$ cat src/rtl/decade_counter_ctrl.sv
// Handshake controller for a 74x192-style BCD up/down counter: turns level requests
// into registered CPu/CPd/PL_n/MR pulses of PULSE_W cycles and keeps a shadow count.
module decade_counter_ctrl #(
    parameter int unsigned PULSE_W = 1
) (
    input  logic       CP,
    input  logic       MR_n,
    input  logic       up_req,
    input  logic       dn_req,
    input  logic       ld_req,
    input  logic [3:0] ld_val,
    input  logic       clr_req,
    output logic       ack,
    output logic       err,
    output logic       busy,
    output logic       CPu,
    output logic       CPd,
    output logic       PL_n,
    output logic       MR,
    output logic       P3,
    output logic       P2,
    output logic       P1,
    output logic       P0,
    output logic [3:0] cnt,
    output logic       tc_up,
    output logic       tc_dn
);

    localparam logic [3:0] W_LAST = 4'(PULSE_W - 1);

    typedef enum logic [2:0] {IDLE, CLR, LOAD, UP_LO, DN_LO, REC} state_t;

    state_t     r_state;
    logic [3:0] r_tmr;
    logic [3:0] r_cnt;
    logic [3:0] r_p;
    logic       r_ack;
    logic       r_err;
    logic       r_cpu;
    logic       r_cpd;
    logic       r_pl_n;
    logic       r_mr;

    always_ff @(posedge CP or negedge MR_n) begin
        if (!MR_n) begin
            r_state <= IDLE;
            r_tmr   <= 4'd0;
            r_cnt   <= 4'd0;
            r_p     <= 4'd0;
            r_ack   <= 1'b0;
            r_err   <= 1'b0;
            r_cpu   <= 1'b1;
            r_cpd   <= 1'b1;
            r_pl_n  <= 1'b1;
            r_mr    <= 1'b1;
        end else begin
            r_ack <= 1'b0;
            r_err <= 1'b0;
            unique case (r_state)
                IDLE: begin
                    r_mr <= 1'b0;
                    // A request that completed within IDLE is still high during its ack cycle.
                    if (!r_ack) begin
                        if (clr_req) begin
                            r_state <= CLR;
                            r_mr    <= 1'b1;
                            r_tmr   <= W_LAST;
                        end else if (ld_req) begin
                            if (ld_val > 4'd9) begin
                                r_ack <= 1'b1;
                                r_err <= 1'b1;
                            end else begin
                                r_state <= LOAD;
                                r_pl_n  <= 1'b0;
                                r_p     <= ld_val;
                                r_tmr   <= W_LAST;
                            end
                        end else if (up_req && dn_req) begin
                            r_ack <= 1'b1;
                        end else if (up_req) begin
                            r_state <= UP_LO;
                            r_cpu   <= 1'b0;
                            r_tmr   <= W_LAST;
                        end else if (dn_req) begin
                            r_state <= DN_LO;
                            r_cpd   <= 1'b0;
                            r_tmr   <= W_LAST;
                        end
                    end
                end
                CLR, LOAD, UP_LO, DN_LO: begin
                    if (r_tmr == 4'd0) begin
                        r_state <= REC;
                        r_tmr   <= W_LAST;
                        r_ack   <= (W_LAST == 4'd0);
                        r_mr    <= 1'b0;
                        r_pl_n  <= 1'b1;
                        r_cpu   <= 1'b1;
                        r_cpd   <= 1'b1;
                        // Shadow count follows the counter on the releasing edge.
                        if (r_state == CLR) begin
                            r_cnt <= 4'd0;
                        end else if (r_state == LOAD) begin
                            r_cnt <= r_p;
                        end else if (r_state == UP_LO) begin
                            r_cnt <= (r_cnt == 4'd9) ? 4'd0 : r_cnt + 4'd1;
                        end else begin
                            r_cnt <= (r_cnt == 4'd0) ? 4'd9 : r_cnt - 4'd1;
                        end
                    end else begin
                        r_tmr <= r_tmr - 4'd1;
                    end
                end
                REC: begin
                    if (r_tmr == 4'd0) begin
                        r_state <= IDLE;
                    end else begin
                        r_tmr <= r_tmr - 4'd1;
                        r_ack <= (r_tmr == 4'd1);
                    end
                end
                default: r_state <= IDLE;
            endcase
        end
    end

    assign ack   = r_ack;
    assign err   = r_err;
    assign busy  = (r_state != IDLE);
    assign CPu   = r_cpu;
    assign CPd   = r_cpd;
    assign PL_n  = r_pl_n;
    assign MR    = r_mr;
    assign P3    = r_p[3];
    assign P2    = r_p[2];
    assign P1    = r_p[1];
    assign P0    = r_p[0];
    assign cnt   = r_cnt;
    assign tc_up = (r_cnt == 4'd9);
    assign tc_dn = (r_cnt == 4'd0);

endmodule

$ cat config.mk
export PLATFORM = sky130hd
export DESIGN_NAME = decade_counter_ctrl
export DESIGN_NICKNAME = d
export VERILOG_FILES = /design/src/rtl/decade_counter_ctrl.sv
export SDC_FILE = /design/constraint.sdc
export NUM_CORES = 1
export LEC_CHECK = 0
export CAP_MARGIN = 20
export CORE_MARGIN = 2
export CORE_UTILIZATION = 51
export CTS_BUF_LIST = sky130_fd_sc_hd__clkbuf_16
export DETAILED_ROUTE_END_ITERATION = 10
export GPL_TIMING_DRIVEN = 0
export HOLD_SLACK_MARGIN = 0.15
export PLACE_DENSITY_LB_ADDON = 0.1
export SETUP_SLACK_MARGIN = 0.3
export SLEW_MARGIN = 20
export SYNTH_ARGS = -nofsm -noshare
export SYNTH_HDL_FRONTEND = slang
export SYNTH_SLANG_ARGS = --single-unit
$ cat constraint.sdc
create_clock -name CP -period 1.85 [get_ports CP]
set_input_delay 0.555 -clock CP [delete_from_list [all_inputs] [get_ports CP]]
set_output_delay 0.555 -clock CP [all_outputs]
set_load 0.01 [all_outputs]
==> impl_metrics.ini <==
[worst_setup_path]
slowest_stage = dfrtp_1
worst-setup-path-type = flop to output port
cp.depth = 4
end_kind = output port
cp_max_fo = 2
critPathBufInv = 3
critPathTopFamily = flip-flops
cp.arrival_ns = 1.35
worstPathRequired_ns = 1.29
reg2reg_depth = 7
critPathLaunchType = flop
cpMostUsedCell = buf_6
worstPathCellList = buf_6 -> or3_4 -> buf_6 -> buf_6
crit_path_max_incr_delay_ns = 0.38

[final_layout]
nets = 240
nFillCells = 128
mostFrequentLayoutCell = buf_4
antenna_cells = 0
final_cell_mix = 25 x buf_4, 16 x nand2_1, 15 x buf_6, 11 x dfrtp_1, 9 x dlygate4sd2_1
drive_above_1_share_pct = 56.3
multi_input_area_um2 = 1100
final_util_pct = 88.6
final_area_um2 = 2400
seq_area_um2 = 538
syn_to_final_growth_pct = 68.1

[die]
start_util_pct = 52.7
die-area_um2 = 3240
chipHeight_um = 56.9
pin_count = 27
core.rowCount = 19
coreArea_um2 = 2710
die_w_um = 56.9

[cts]
tritoncts = built
ctsLongestPathBuffers = 2
numClockSinks = 21
cts_buffers = 3
h-tree-depth = 1
cts_root_buf = clkbuf_16
clock_latency_ns = 0.25
path_clk_slew_ns = 0.06

[placed_design]
post-place-ws_ns = -0.340
port_buffers = 26
placed_area_um2 = 1750
globalplace.congestion = 0.865
dp_hpwl_um = 2460

[timing]
min_period_ns = 1.90
slew-limit-headroom_pct = 35.2
setup_viol = 2
timing.hold.ws_ns = 0.448
tightest_slew_ns = 0.971
period_share_pct = 103
max_freq_mhz = 526
setup_ws_ns = -0.0516
rsz0062_at_grt = yes
finClkSkew_ns = 0.00143
slew_viol_final = 0
hold_viol = 0

[outcome]
violations = setup timing
status = finished, violations left

[routing]
drtIter0Drc = 86
num_vias = 1550
drtPass1Iterations = 4
wl_per_cell_um = 21.1
drt_wl_total_um = 5330
drc_errors = 0
drtAntennaViolNets = 0
viasPerCell = 6.13

[synthesis]
synth_area_leader_cell = dfrtp_1
synthCells = 154
synth-main-ff-cell = dfrtp_1
synth_edf_count = 0
yosysTopAreaCellShare_pct = 29.8
synth.area.top_cells = dfrtp_1 30%, dfstp_2 7.4%, ha_1 6.1%, nand2_1 5.0%, mux2_4 4.2%
syn_area_per_cell_um2 = 9.27
ys_seq_area_share_pct = 37.2
yosys_warnings = 0
syn-num-nets = 171
synth_cell_types = 49
synthArstFlopShare_pct = 100
ys_ff_latch = 21
synth_area_um2 = 1430

[flow_run]
maxCapViolations = 0

[grt]
antenna_found_initial = 0
grt_first_pass_wirelength_um = 6680
first_global_vias = 1384
grt_util_all_layers_pct = 26.7
grt_start_max_net_pins = 22
grt_overflow = 0

[worst_hold_path]
hold_path.class = input port to async pin

[power_and_ir_drop]
design_power_total_mw = 4.33
ir_worst_vdd_v = 0.00170
power-per-cell-area_nw_per_um2 = 1810
power.leakage_nw = 1.11
[per-layer routing]
| layer | track usage, % | share of wire, % | vias to the layer above | wire, um |
|---|---|---|---|---|
| met3 | 3.69 | 4.7 | 17 | 252 |
| met1 | 32.6 | 39 | 782 | 2070 |
| met5 | 0 | 0 | - | 0 |
| met4 | 9.63 | 3.5 | 0 | 184 |
| met2 | 47.8 | 53 | 63 | 2830 |
| li1 | - | - | 688 | - |
[worst register-to-register path, stage by stage, from the launching register on]
cell	delay (ns)
dfrtp_1	0.38
buf_6	0.12
or3_4	0.34
buf_6	0.14
buf_8	0.14
nor2_8	0.11
nand3b_4	0.14
mux2_4	0.32
[Yosys cell counts, types with 2 or more instances]
library cell,count
nand3b_1,2
a21oi_1,10
nor3_1,3
nor3b_1,2
o21ai_1,4
or3_1,2
ha_1,7
nand4_1,2
nand3_1,4
xnor2_1,3
mux2_4,4
o21ai_0,6
a22o_1,2
o22ai_1,3
nor2_1,7
clkbuf_1,2
nor2b_1,4
nand2_1,19
a32o_1,2
dfstp_2,4
and2_1,2
buf_6,2
a21boi_1,2
inv_1,11
o31ai_1,2
a31oi_1,2
nand2b_1,3
dfrtp_1,17
[kinds of logic (layout without fill, tap and decap cells)]
kind of cell / Yosys count / after routing / synth area share [%]
simple gates: 59 / 59 / 24.0
flops: 21 / 21 / 37.2
xor+xnor: 3 / 3 / 1.84
mux: 5 / 5 / 5.00
fa+ha+maj: 7 / 7 / 6.13
compound gates: 43 / 43 / 20.5
buf+inv: 16 / 84 / 5.35
[power breakdown]
part           switching [mW]  internal [mW]
Clock                   0.179          0.293
Combinational            1.47           1.53
Sequential              0.184          0.678
Total                    1.84           2.50
[metrics by stage]
step           instances  TNS [ns]
4_1_cts              234  -0.00869
5_1_grt              253    -0.140
2_1_floorplan        154         0
3_5_place_dp         211     -2.99
6_report             253   -0.0772
3_3_place_gp         211     -2.49
[timing repair]
action,in CTS,in global routing
hold endpoints to repair,0,0
pin swaps,10,25
setup endpoints to repair,36,45
resized for setup,80,62
buffers inserted,19,19
hold buffers,0,0
[final timing paths]
| path | from | endpoint | slack (ns) |
|---|---|---|---|
| max | r_state[0]$_DFFE_PN0P_ | busy | -0.05 |
| min | MR_n | r_p[2]$_DFFE_PN0P_ | 0.45 |
| max reg2reg | r_state[0]$_DFFE_PN0P_ | r_p[3]$_DFFE_PN0P_ | 0.05 |
| min reg2reg | CPu$_DFFE_PN1P_ | CPu$_DFFE_PN1P_ | 0.47 |
| max in group asynchronous | MR_n | ack$_DFF_PN0_ | 0.75 |
| min in group CP | CPu$_DFFE_PN1P_ | CPu$_DFFE_PN1P_ | 0.47 |
[final cells by class]
cell class	instances	share of cell area [%]
multi-input combinational	117	45.9
timing repair buffer	64	23.0
sequential	21	22.4
clock buffer	3	3.13
inverter	11	1.93
buffer	5	1.67
tap	31	1.62
clock inverter	1	0.313
[state kept, by name, summed over array words and instances, names as in the netlist]
name     cells
CPu          1
CPd          1
PL_n         1
r_p          4
err          1
ack          1
cnt          4
MR           1
r_tmr        4
r_state      3
Power figures use the tool's default switching activity.
